[config.mk]
export PLATFORM = sky130hd
export DESIGN_NAME = amber_ddr_line_sched
export DESIGN_NICKNAME = d
export VERILOG_FILES = /design/src/rtl/amber_ddr_line_sched.sv
export SDC_FILE = /design/constraint.sdc
export NUM_CORES = 1
export LEC_CHECK = 0
export BUFFER_PORTS_ARGS = -buffer_cell sky130_fd_sc_hd__buf_2
export CAP_MARGIN = 10
export CORE_AREA = 4 4 217 219
export DETAILED_ROUTE_END_ITERATION = 7
export DIE_AREA = 0 0 221 223
export PLACE_DENSITY_LB_ADDON = 0.3
export SKIP_CTS_REPAIR_TIMING = 1
export SLEW_MARGIN = 20
export SYNTH_ARGS = -nofsm -noshare
export SYNTH_HDL_FRONTEND = slang
export SYNTH_SLANG_ARGS = --single-unit
[constraint.sdc]
create_clock -name clk -period 7.6 [get_ports clk]
set_input_delay 1.52 -clock clk [delete_from_list [all_inputs] [get_ports clk]]
set_output_delay 1.52 -clock clk [all_outputs]
set_load 0.1 [all_outputs]
[src/rtl/amber_ddr_line_sched.sv]
// Arbitrates the DDR3 native user port between I-cache line refills and D-cache
// refills/write-throughs; unpacks 128-bit read beats into a per-client 24-bit word stream.
module amber_ddr_line_sched #(
    parameter int USER_DATA_W = 128,
    parameter int ADDR_W      = 32,
    parameter int LINE_WORDS  = 8
) (
    input  logic                     clk,
    input  logic                     rst,
    input  logic                     init_calib_complete,
    input  logic                     ic_req,
    input  logic [47:0]              ic_addr,
    output logic                     ic_ack,
    output logic                     ic_valid,
    output logic [47:0]              ic_rdata,
    output logic                     ic_last,
    input  logic                     dc_req,
    input  logic [47:0]              dc_addr,
    output logic                     dc_ack,
    output logic                     dc_valid,
    output logic [47:0]              dc_rdata,
    output logic                     dc_last,
    input  logic                     dc_we,
    input  logic [47:0]              dc_wdata,
    output logic                     dc_wack,
    output logic                     cmd_en,
    output logic [2:0]               cmd,
    output logic [ADDR_W-1:0]        addr,
    input  logic                     cmd_ready,
    output logic [USER_DATA_W-1:0]   wr_data,
    output logic                     wr_data_en,
    output logic                     wr_data_end,
    input  logic                     wr_data_rdy,
    output logic [USER_DATA_W/8-1:0] wr_data_mask,
    input  logic [USER_DATA_W-1:0]   rd_data,
    input  logic                     rd_data_valid,
    input  logic                     rd_data_end
);

    localparam int BEATS = LINE_WORDS / 4;
    localparam int BW    = $clog2(BEATS + 1);
    localparam int WW    = BW + 2;
    localparam int IDX_W = $clog2(LINE_WORDS);
    localparam logic [WW-1:0] LAST_WORD = WW'(LINE_WORDS - 1);
    localparam logic [BW-1:0] ALL_BEATS = BW'(BEATS);

    typedef enum logic [2:0] {IDLE, RD_CMD, RD_DATA, WR_CMD, WR_DATA} state_t;

    state_t              state, state_nxt;
    logic                prio_dc;
    logic                client_dc;
    logic [ADDR_W-1:0]   addr_q;
    logic [1:0]          lane_q;
    logic [23:0]         wdata_q;
    logic [BW-1:0]       beat_cnt;
    logic [WW-1:0]       word_cnt;
    logic [23:0]         line_buf [LINE_WORDS];
    logic                ic_valid_q, ic_last_q, dc_valid_q, dc_last_q;
    logic [23:0]         ic_word_q, dc_word_q;

    logic [49:0] ic_line_byte, dc_line_byte, dc_word_byte;
    logic        grant_ok, dc_pending, grant_ic, grant_dcr, grant_dcw;
    logic        beat_in, emit;

    assign ic_line_byte = {ic_addr & ~48'(LINE_WORDS - 1), 2'b00};
    assign dc_line_byte = {dc_addr & ~48'(LINE_WORDS - 1), 2'b00};
    assign dc_word_byte = {dc_addr[47:2], 2'b00, 2'b00};

    // Write-through outranks a D-cache read; the pointer only matters when IC also waits.
    assign grant_ok   = (state == IDLE) && init_calib_complete && !rst;
    assign dc_pending = dc_we || dc_req;
    assign grant_ic   = grant_ok && ic_req && (!dc_pending || !prio_dc);
    assign grant_dcw  = grant_ok && !grant_ic && dc_we;
    assign grant_dcr  = grant_ok && !grant_ic && !dc_we && dc_req;

    assign beat_in = (state == RD_DATA) && rd_data_valid && (beat_cnt != ALL_BEATS);
    assign emit    = (state == RD_DATA) && (word_cnt < {beat_cnt, 2'b00});

    always_comb begin
        // NOTE: every always_comb output gets a default first so no path can infer a latch.
        state_nxt = state;
        case (state)
            IDLE:    if (grant_ic || grant_dcr) state_nxt = RD_CMD;
                     else if (grant_dcw)        state_nxt = WR_CMD;
            RD_CMD:  if (cmd_ready) state_nxt = RD_DATA;
            RD_DATA: if (emit && word_cnt == LAST_WORD) state_nxt = IDLE;
            WR_CMD:  if (cmd_ready) state_nxt = WR_DATA;
            WR_DATA: if (wr_data_rdy) state_nxt = IDLE;
            default: state_nxt = IDLE;
        endcase
    end

    always_comb begin
        wr_data      = '0;
        wr_data_mask = '1;
        if (state == WR_DATA) begin
            wr_data[32*lane_q +: 32]     = {8'b0, wdata_q};
            wr_data_mask[4*lane_q +: 3] = 3'b000;
        end
    end

    assign ic_ack      = grant_ic;
    assign dc_ack      = grant_dcr;
    assign dc_wack     = (state == WR_DATA) && wr_data_rdy;
    assign cmd_en      = (state == RD_CMD) || (state == WR_CMD);
    assign cmd         = (state == RD_CMD) ? 3'b001 : 3'b000;
    assign addr        = cmd_en ? addr_q : '0;
    assign wr_data_en  = (state == WR_DATA);
    assign wr_data_end = (state == WR_DATA);
    assign ic_valid    = ic_valid_q;
    assign ic_last     = ic_last_q;
    assign ic_rdata    = {24'b0, ic_word_q};
    assign dc_valid    = dc_valid_q;
    assign dc_last     = dc_last_q;
    assign dc_rdata    = {24'b0, dc_word_q};

    // NOTE: sequential state uses non-blocking assignments so every register samples pre-edge values.
    always_ff @(posedge clk) begin
        if (rst) begin
            state      <= IDLE;
            prio_dc    <= 1'b0;
            client_dc  <= 1'b0;
            addr_q     <= '0;
            lane_q     <= '0;
            wdata_q    <= '0;
            beat_cnt   <= '0;
            word_cnt   <= '0;
            ic_valid_q <= 1'b0;
            ic_last_q  <= 1'b0;
            ic_word_q  <= '0;
            dc_valid_q <= 1'b0;
            dc_last_q  <= 1'b0;
            dc_word_q  <= '0;
        end else begin
            state      <= state_nxt;
            ic_valid_q <= 1'b0;
            ic_last_q  <= 1'b0;
            dc_valid_q <= 1'b0;
            dc_last_q  <= 1'b0;
            if (grant_ic || grant_dcr) begin
                client_dc <= grant_dcr;
                prio_dc   <= grant_ic;
                addr_q    <= grant_ic ? ic_line_byte[ADDR_W-1:0] : dc_line_byte[ADDR_W-1:0];
                beat_cnt  <= '0;
                word_cnt  <= '0;
            end
            if (grant_dcw) begin
                client_dc <= 1'b1;
                prio_dc   <= 1'b0;
                addr_q    <= dc_word_byte[ADDR_W-1:0];
                lane_q    <= dc_addr[1:0];
                wdata_q   <= dc_wdata[23:0];
            end
            if (beat_in) beat_cnt <= beat_cnt + 1'b1;
            if (emit) begin
                word_cnt <= word_cnt + 1'b1;
                if (client_dc) begin
                    dc_valid_q <= 1'b1;
                    dc_last_q  <= (word_cnt == LAST_WORD);
                    dc_word_q  <= line_buf[word_cnt[IDX_W-1:0]];
                end else begin
                    ic_valid_q <= 1'b1;
                    ic_last_q  <= (word_cnt == LAST_WORD);
                    ic_word_q  <= line_buf[word_cnt[IDX_W-1:0]];
                end
            end
        end
    end

    // NOTE: the line buffer is not reset; words are only read after being written this line.
    always_ff @(posedge clk) begin
        if (beat_in) begin
            for (int j = 0; j < 4; j++)
                line_buf[IDX_W'({beat_cnt, 2'b00}) + IDX_W'(j)] <= rd_data[32*j +: 24];
        end
    end

    logic unused_bits;
    assign unused_bits = ^{rd_data, rd_data_end, dc_wdata[47:24], ic_line_byte[49:ADDR_W],
                           dc_line_byte[49:ADDR_W], dc_word_byte[49:ADDR_W]};

endmodule

== Word level (Yosys, flattened, before mapping) ==
Memory sizes are Yosys's and may differ from the RTL's. A register that Yosys moved wholly into a read port is not among the register bits.
Index checks and enable logic that the tools add are counted.

* Logic and storage cells: 103
* Register bits after elaboration: 121
* Memories: 1
* Output and inout port bits: 285
* Memory bits (writable): 192

* Shift operators: 4
* Bitwise operators: 5
* Order comparisons: 1
* $add $sub $neg: 7
* Equality and inequality tests: 11
* Muxes and demuxes: 26
* Reductions and logical operators: 33

{| class="wikitable"
|+ Memory list
! name !! depth !! width !! read ports !! clocked after memory_dff !! wr ports !! line !! RTL
|-
| line_buf || 8 || 24 || 1 || 1 || 4 || 57 || <nowiki>logic [23:0] line_buf [LINE_WORDS];</nowiki>
|}

{| class="wikitable"
|+ Operator list
! cell !! number
|-
| AND 128 bit || 1
|-
| 2-to-1 mux 128 bit || 1
|-
| 2-to-1 mux 32 bit || 4
|-
| variable shift 32 x 34 -> 128 bit (first input constant) || 1
|-
| variable part select 32 x 34 -> 128 bit || 1
|-
| negator 4 -> 34 bit || 1
|-
| negator 7 -> 34 bit || 1
|-
| variable shift 3 x 34 -> 16 bit (first input constant) || 1
|-
| variable part select 3 x 34 -> 16 bit (first input constant) || 1
|-
| 2-to-1 mux 3 bit || 8
|-
| 2-to-1 mux 16 bit || 1
|-
| NOT 16 bit || 1
|-
| bitwise OR 16 bit || 1
|-
| one-hot mux 3 bit (5 select lines) || 1
|-
| logical AND 1 bit || 13
|-
| 2-to-1 mux 4 bit || 2
|-
| 2-to-1 mux 1 bit || 7
|-
| adder 3 x 2 -> 3 bit (second input constant) || 2
|-
| == test 3 x 2 -> 1 bit (second input constant) || 2
|-
| inequality test 2 bit (second input constant) || 3
|-
| nonzero test 2 bit || 3
|-
| OR reduction 3 bit || 2
|-
| zero test 1 bit || 5
|-
| AND reduction 5 bit || 1
|-
| 15 further kinds || 23
|}

== Logic depth before layout (Yosys ltp) ==
Gate-level depths: netlist of run 1.

* Depth after elaboration: 14
* Mapped depth: 7
* Mapped depth without buffers: 6

== Worst setup path before layout of run 1 ==
OpenSTA, ideal clock, no wires.

* Kind: in2reg
* Start point: input rd_data_valid
* End point: memory line_buf[4][0] (enable)
* Cell stages on the path: 2
* Slack: 1052 ps
* Arrival time: 5996 ps
* Buffers on the path: 0
* Cells stage by stage: or3b_2 -> nor2_1

{| class="wikitable"
|+ RTL lines
! what !! line !! RTL
|-
| from (decl) || 36 || <nowiki>input logic rd_data_valid,</nowiki>
|-
| to (decl) || 57 ||
|}

== Final worst setup path of run 1 ==
* Start point: register state[2]
* End point: output wr_data[75]

* Cells in the longest elaborated chain, start to end: 2

{| class="wikitable"
|+ Ends and longest elaborated chain
! what !! line !! RTL
|-
| from (decl) || 49 || <nowiki>state_t state, state_nxt;</nowiki>
|-
| from (signal assigned) || 135 || <nowiki>state <= state_nxt;</nowiki>
|-
| == test 3 bit || 96 || <nowiki>if (state == WR_DATA) begin</nowiki>
|-
| 2-to-1 mux 128 bit || 96 ||
|-
| to (decl) || 30 || <nowiki>output logic [USER_DATA_W-1:0] wr_data,</nowiki>
|}

Every way passes these cells.

==> reports/qor.csv, run 1 <==
metric;value;unit
status;complete, no violations;
Post-DRT Antenna Nets;0;
maximum buffer depth of the clock tree;3;
fin crit period;4.87;ns
final hold viol count;0;
Rows;78;
Initial Util;0.295;
Worst EP arrival;3.35;ns
vias per cell;4.48;
I/O pins;567;
fmax;205;MHz
CTS sink count;312;
synthesized-area fraction occupied by adder cells;0.00752;
relative slew slack;0.282;
H-tree levels;2;
final clock period utilization by the worst path;0.641;
Reg2Reg Depth;5;
Post-Syn Area per Cell;13.5;µm²
flop and latch count out of synthesis;312;
Seq/Total Area, Yosys;0.613;
Total GRT Usage;0.146;
Worst Tran Pin Value;1.07;ns
CTS tree;yes;
DRC;0;
r2r startpoint;state[1]$_SDFFE_PP0P_;
Mapped Cells;985;
GRT overflow;0;
gpl congestion;0.796;
WHS Path Cells;1;
kind of critical path;register to primary output;
crit end category;primary output;
area of the core;0.0451;mm²
largest family of logic cells by synthesized area;simple AND/OR/NAND/NOR gates;
Starting DRT DRC Count;451;
Synth Area in Compound Gates;0.0934;
fillers;4400;
simple-gate share of the synthesized area;0.109;
CP required;6.08;ns
vias;8871;
MaxCap Viol Count;0;
Cell Area, Synth;0.0133;mm²
Worst Hold Class;register to register;
unrepaired setup endpoints after global routing;false;
mux contribution to synthesized area;0.0992;
fraction of layout cells with a size suffix above 1;0.390;
chip height;223;µm
die area;0.0493;mm²
most frequent cells in the layout;buf_2, edfxtp_1, and2_1, dfxtp_1, conb_1;
async set-or-reset flop fraction in the synthesized netlist;0;
first-pass GRT wire length;55800;µm
final net count;1639;
XOR/XNOR Fraction of Synth Area;0;
Reg2Reg Setup Slack;4.67;ns
Final Max Tran Viols;0;
CP max FO;22;
ys flop type;edfxtp_1;
cts bufs inserted;35;
Horiz. Die Dim;221;µm
clk_lat worst skew;0.52;ns
CP Launch Type;register;
Pleak;6.53;nW
Post-synth EDFFs;192;
Port Buf Inserts;380;
PD cells;237;mW/mm²
skew final;0.0171;ns
fin util;0.369;
Area Growth Syn to Fin;25.0;%
hold path start;dc_word_q[12]$_SDFFE_PP0P_;
WL final;37700;µm
Post-DP HPWL;26500;µm
Clk pin slew, worst setup/hold paths;0.06;ns
Yosys cell types;46;
synth warn;0;
initial antenna violation count;17;
most common cell after layout, fill and taps aside;buf_2;
maximum VDD drop;195;µV
Root Driver;clkbuf_16;
number of global-route vias before repair;8803;
pin count of the biggest net entering global routing;73;
Final TNS setup;0;ns
# setup viols final;0;
worst r2r dst;line_buf[0][11]$_DFFE_PP_;
Hold Path End;dc_word_q[12]$_SDFFE_PP0P_;
Routed wire per std cell;19.0;µm
First-pass DRT Iterations;5;
-- synth_stat cells, types with 25 or more instances --
cell / number / area, µm²
edfxtp_1: 192 / 5770
and2_1: 120 / 751
dfxtp_1: 120 / 2400
buf_4: 99 / 743
nand2_1: 64 / 240
mux4_2: 48 / 1080
nor2_1: 44 / 165
clkbuf_1: 41 / 154
a21oi_1: 37 / 185
a211oi_1: 27 / 203
o22ai_1: 27 / 169
o2bb2ai_1: 25 / 219
-- how the worst max path moves through the flow --
stage / startpoint / endpoint / slack, ns / depth (start not counted)
after global placement: rst / dc_ack / 2.57 / 5
after detailed placement: rst / dc_ack / 2.58 / 5
after floorplan: rd_data_valid / line_buf[4][0]$_DFFE_PP_ / 1.05 / 2
final: state[2]$_SDFFE_PP0P_ / wr_data[75] / 2.73 / 6
after global routing: state[2]$_SDFFE_PP0P_ / wr_data[98] / 2.39 / 6
after CTS: state[2]$_SDFFE_PP0P_ / wr_data[75] / 2.30 / 6
-- layer usage --
metal  track usage  part of all wire  vias up
met2         0.264              0.51      327
met1         0.164              0.38     4272
met5             0            0.0025        -
li1              -                 -     4185
met4        0.0326             0.019       18
met3        0.0575             0.084       69
-- power by group --
part,internal [mW],switching [mW]
logic,0.0803,0.345
registers,1.84,0.0179
clock network,1.00,0.669
-- sequential cells by signal (all words and copies together), names as in the netlist, named ones only --
register   count
line_buf     192
addr_q        28
dc_word_q     24
ic_word_q     24
wdata_q       24
word_cnt       4
state          3
beat_cnt       2
lane_q         2
client_dc      1
dc_last        1
dc_valid       1
ic_last        1
ic_valid       1
prio_dc        1
-- area by class of cell --
class | instances | area (µm²) | area share
Antenna cell | 5 | 12.5 | 0.000751
Timing Repair Buffer | 395 | 2020 | 0.121
Tap cell | 600 | 751 | 0.0451
Inverter | 9 | 36.3 | 0.00218
Multi-Input combinational cell | 596 | 4520 | 0.271
Sequential cell | 312 | 8170 | 0.491
Clock inverter | 10 | 78.8 | 0.00473
Clock buffer | 53 | 1070 | 0.0640
-- logic make-up after synthesis --
group	count (synthesis)
compound gates	155
fa+ha+maj	8
buf+inv	165
flops	312
mux	72
other cells	2
simple gates	271
-- worst max-delay path: stages, from the launching register on --
cell     delay [ns]
dfxtp_1        0.42
nor3b_1        0.69
buf_4          0.28
nand4_1        0.20
nor2_2         0.60
and2_1         0.22
buf_2          0.43
-- through the flow --
stage / cells / hold WS, ns / worst slack (ns) / total power, mW / area [µm²]
floorplan: 1073 / 0.445 / 1.05 / 2.25 / 13600
global placement: 1911 / 0.441 / 2.57 / 2.31 / 15500
detailed placement: 1911 / 0.441 / 2.58 / 2.31 / 15500
CTS: 1974 / 0.464 / 2.30 / 4.01 / 16600
global route: 1976 / 0.469 / 2.39 / 4.12 / 16600
finish: 1980 / 0.458 / 2.73 / 3.95 / 16700
Power figures use the tool's default switching activity.
==> run 2, diff against run 1 <==
ABC_AREA = 1   (was not set)
CORE_AREA = 4 4 219 221   (was 4 4 217 219)
DIE_AREA = 0 0 223 225   (was 0 0 221 223)
clock period = 4.79 ns   (was 7.6 ns; I/O delays follow)
==> reports/qor.csv, run 2 <==
metric;value;unit
Total GRT Usage;0.157;
gpl congestion;0.869;
Area Growth Syn to Fin;25.3;%
CP required;3.83;ns
most frequent cell after synthesis;o21ai_0;
Top Registers;line_buf: 192 flops, addr_q: 28 flops;
clk_lat worst skew;0.53;ns
Total Power;7.21;mW
H-tree levels;2;
Worst Hold Class;register to register;
number of global-route vias before repair;10367;
Post-Syn Area per Cell;9.76;µm²
synth warn;0;
PD cells;422;mW/mm²
First-pass DRT Iterations;5;
fraction of layout cells with a size suffix above 1;0.306;
Worst EP arrival;3.20;ns
flop and latch count out of synthesis;312;
Routed wire per std cell;17.8;µm
Post-synth top cells;o21ai_0, edfxtp_1, nor2_1;
Cell Area, Synth;0.0136;mm²
Horiz. Die Dim;223;µm
Seq/Total Area, Yosys;0.600;
fillers;4682;
Worst Tran Pin Value;1.14;ns
Largest Register;line_buf;
ys flop type;edfxtp_1;
CTS tree;yes;
Final TNS setup;0;ns
Root Driver;clkbuf_16;
max reg flops;192;
vias per cell;4.63;
Post-DP HPWL;30300;µm
vias;10949;
kind of critical path;register to primary output;
MaxCap Viol Count;0;
Pleak;6.81;nW
DRC;0;
final hold viol count;0;
I/O pins;567;
Final Max Tran Viols;0;
chip height;225;µm
Yosys cell types;31;
Rows;79;
Initial Util;0.295;
most frequent cells in the layout;buf_2, o21ai_0, edfxtp_1, nor2_1, dfxtp_1;
async set-or-reset flop fraction in the synthesized netlist;0;
relative slew slack;0.236;
CTS sink count;312;
die area;0.0502;mm²
fmax;241;MHz
first-pass GRT wire length;61600;µm
Post-synth EDFFs;192;
crit end category;primary output;
CP Launch Type;register;
pin count of the biggest net entering global routing;97;
skew final;0.0186;ns
fin crit period;4.16;ns
WL final;42100;µm
final net count;2015;
Starting DRT DRC Count;563;
# setup viols final;0;
final clock period utilization by the worst path;0.868;
unrepaired setup endpoints after global routing;false;
GRT overflow;0;
top cells by area, synth;edfxtp_1, dfxtp_1, o21ai_0;
maximum buffer depth of the clock tree;3;
Port Buf Inserts;380;
area of the core;0.0462;mm²
initial antenna violation count;15;
maximum VDD drop;339;µV
cell accounting for the most synthesized area;edfxtp_1;
status;complete, no violations;
cts bufs inserted;37;
Clk pin slew, worst setup/hold paths;0.05;ns
area fraction of the dominant cell type after synthesis;0.423;
CP max FO;22;
Mapped Cells;1395;
most common cell after layout, fill and taps aside;buf_2;
Post-DRT Antenna Nets;0;
## run 2: cell count changes in the layout (fill, tap and decap cells not counted), moves of 27 or more
cell	change
a211oi_1	-27
nor3_1	+33
nor3_2	+37
inv_1	+73
and2_1	-120
a21oi_1	+50
nor2_1	+149
o21ai_0	+194
mux4_2	-48
o21ai_1	+27
## run 2: through the flow
step / instances / utilization / setup WS (ns) / instance area (µm²) / hold WS, ns
after floorplan: 1483 / - / -1.05 / 14200 / 0.439
after global placement: 2293 / 0.344 / 0.811 / 15900 / 0.460
after detailed placement: 2293 / 0.345 / 0.804 / 15900 / 0.465
after CTS: 2358 / 0.369 / 0.593 / 17100 / 0.472
after global routing: 2362 / 0.370 / 0.447 / 17100 / 0.503
final: 2364 / 0.370 / 0.634 / 17100 / 0.466
## run 2: critical path, stage by stage (launching register included)
cell     delay, ns
dfxtp_1       0.36
nor2_2        0.17
nand2_1       0.11
inv_2         0.15
nand2_1       0.19
nor2_1        0.18
nand2_1       0.65
nor3_1        0.38
buf_2         0.49
## run 2: power breakdown
part           internal [mW]  switching (mW)  leakage (nW)
sequential              3.09          0.0699          2.71
combinational          0.246            1.16          3.52
clock                   1.58            1.07         0.574
total                   4.91            2.30          6.81
## run 2: path summary, 6_finish.rpt
| check | from | endpoint | slack, ns | depth (start not counted) |
|---|---|---|---|---|
| max reg2reg | beat_cnt[0]$_SDFFE_PP0P_ | line_buf[4][6]$_DFFE_PP_ | 2.26 | 6 |
| min reg2reg | addr_q[4]$_SDFFE_PP0P_ | addr_q[4]$_SDFFE_PP0P_ | 0.47 | 2 |
| min | addr_q[4]$_SDFFE_PP0P_ | addr_q[4]$_SDFFE_PP0P_ | 0.47 | 2 |
| max | state[1]$_SDFFE_PP0P_ | wr_data[114] | 0.63 | 8 |
## run 2: cells by family after synthesis
family / Yosys count / synth area share
AND/OR/NAND/NOR: 396 / 0.127
AO/OA/AOI/OAI: 389 / 0.153
flip-flops: 312 / 0.600
buffers and inverters: 287 / 0.113
adder cells (fa/ha/maj): 8 / 0.00735
other: 2 / 0.000551
XOR/XNOR: 1 / 0.000643
## run 2: final cells by class
type | instances | area, µm² | area share
antenna | 6 | 15.0 | 0.000880
tap | 607 | 759 | 0.0445
sequential | 312 | 8180 | 0.479
inverter | 91 | 342 | 0.0200
clock buffer | 51 | 1050 | 0.0614
multi-input combinational | 884 | 4540 | 0.266
timing repair buffer | 399 | 2080 | 0.122
clock inverter | 14 | 103 | 0.00601
## run 2: routing by layer
| metal | share of wire | global-route usage |
|---|---|---|
| met4 | 0.028 | 0.0475 |
| met1 | 0.39 | 0.183 |
| met2 | 0.51 | 0.281 |
| met5 | 0.0023 | 0 |
| met3 | 0.076 | 0.0457 |
==> run 3, diff against run 2 <==
BUFFER_PORTS_ARGS = -buffer_cell sky130_fd_sc_hd__buf_4   (was -buffer_cell sky130_fd_sc_hd__buf_2)
CORE_AREA = not set   (was 4 4 219 221)
CORE_MARGIN = 4   (was not set)
CORE_UTILIZATION = 25   (was not set)
DIE_AREA = not set   (was 0 0 223 225)
==> reports/qor.csv, run 3 (synthesized netlist as in run 2, its figures left out) <==
metric;value;unit
status;complete, no violations;
pin count of the biggest net entering global routing;107;
Hold Path End;addr_q[4]$_SDFFE_PP0P_;
Root Driver;clkbuf_16;
Initial Util;0.253;
crit end category;primary output;
maximum buffer depth of the clock tree;3;
Worst Hold Class;register to register;
most common cell after layout, fill and taps aside;buf_4;
DRC;0;
Seq pwr share;0.437;
final net count;2017;
Routed wire per std cell;17.5;µm
fin crit period;3.93;ns
final clock period utilization by the worst path;0.821;
Port Buf Inserts;380;
Total Power;7.23;mW
vias per cell;4.41;
fmax;254;MHz
Area Growth Syn to Fin;32.9;%
GRT overflow;0;
Total GRT Usage;0.137;
Top Registers;line_buf: 192 flops, addr_q: 28 flops;
Reg2Reg Depth;7;
maximum VDD drop;258;µV
Reg2Reg Setup Slack;2.18;ns
CP Launch Type;register;
clk_lat worst skew;0.55;ns
most frequent cells in the layout;buf_4, o21ai_0, edfxtp_1, nor2_1, dfxtp_1;
MaxCap Viol Count;0;
die area;0.0583;mm²
first-pass GRT wire length;61500;µm
Clk pwr share;0.360;
Pint;4.90;mW
CP required;3.83;ns
combinational power share;0.203;
r2r startpoint;state[1]$_SDFFE_PP0P_;
Starting DRT DRC Count;412;
skew final;0.0147;ns
PD cells;399;mW/mm²
kind of critical path;register to primary output;
chip height;241;µm
DP Cell Count;2384;
area of the core;0.0539;mm²
gpl congestion;0.802;
WHS Path Cells;2;
CP max FO;24;
Largest Register;line_buf;
relative slew slack;0.258;
WL final;42900;µm
Worst EP arrival;2.97;ns
sw frac;0.323;
Worst Tran Pin Value;1.11;ns
Min Hold Slack;0.472;ns
fraction of layout cells with a size suffix above 1;0.303;
fin util;0.336;
Clk pin slew, worst setup/hold paths;0.06;ns
CTS sink count;312;
# setup viols final;0;
number of global-route vias before repair;10226;
Horiz. Die Dim;241;µm
max reg flops;192;
Post-DP HPWL;30600;µm
Finished Layout Cells;2453;
vias;10817;
final hold viol count;0;
CTS tree;yes;
I/O pins;567;
Pleak;6.96;nW
initial antenna violation count;1;
Rows;85;
Final Max Tran Viols;0;
NetSw;2.33;mW
First-pass DRT Iterations;6;
hold path start;addr_q[4]$_SDFFE_PP0P_;
Post-DRT Antenna Nets;0;
worst r2r dst;line_buf[4][8]$_DFFE_PP_;
cts bufs inserted;37;
H-tree levels;2;
unrepaired setup endpoints after global routing;false;
==> run 3: stage by stage <==
stage	setup TNS [ns]	cell area [µm²]	setup WS (ns)
3_5_place_dp	0	17000	1.15
6_report	0	18100	0.858
3_3_place_gp	0	17000	1.17
4_1_cts	0	18100	0.789
2_1_floorplan	-10.17	14200	-1.05
5_1_grt	0	18100	0.694
==> run 3: area by class of cell <==
class / count / area, µm²
antenna: 1 / 2.50
clock buffer: 51 / 1020
clock inverter: 17 / 108
fill: 5513 / 35800
inverter: 91 / 342
multi-input combinational: 884 / 4540
sequential: 312 / 8170
tap: 696 / 871
timing repair buffer: 401 / 3040
==> run 3: worst max-delay path by stage <==
| stage | start | to | slack [ns] | cells after the start |
|---|---|---|---|---|
| finish | lane_q[0]$_SDFFE_PP0P_ | wr_data[65] | 0.86 | 7 |
| global route | lane_q[0]$_SDFFE_PP0P_ | wr_data[65] | 0.69 | 7 |
| CTS | lane_q[0]$_SDFFE_PP0P_ | wr_data[65] | 0.79 | 7 |
| detailed placement | rst | ic_ack | 1.15 | 8 |
| global placement | dc_req | ic_ack | 1.17 | 8 |
| floorplan | lane_q[0]$_SDFFE_PP0P_ | wr_data[65] | -1.05 | 6 |
==> run 3: power by group through the flow <==
stage                     combinational (mW)  sequential, mW  clock, mW
final                                   1.47            3.16       2.60
after detailed placement                1.48            3.21          0
after floorplan                         1.06            3.31          0
after global routing                    1.58            3.17       2.84
after CTS                               1.48            3.16       2.71
after global placement                  1.47            3.21          0
==> run 3: routing by layer <==
metal  GRT usage  part of all wire  vias to the layer above
met3      0.0434             0.082                       74
met5           0           0.00016                        -
li1            -                 -                     5302
met4      0.0480             0.034                        2
met1       0.164              0.40                     5080
met2       0.234              0.48                      359
==> run 3: worst max-delay path: stages, from the launching register on <==
cell     delay, ns
dfxtp_1       0.46
inv_2         0.09
ha_1          0.33
inv_1         0.10
nor2_1        0.09
inv_1         0.31
nor4_1        0.62
buf_4         0.40
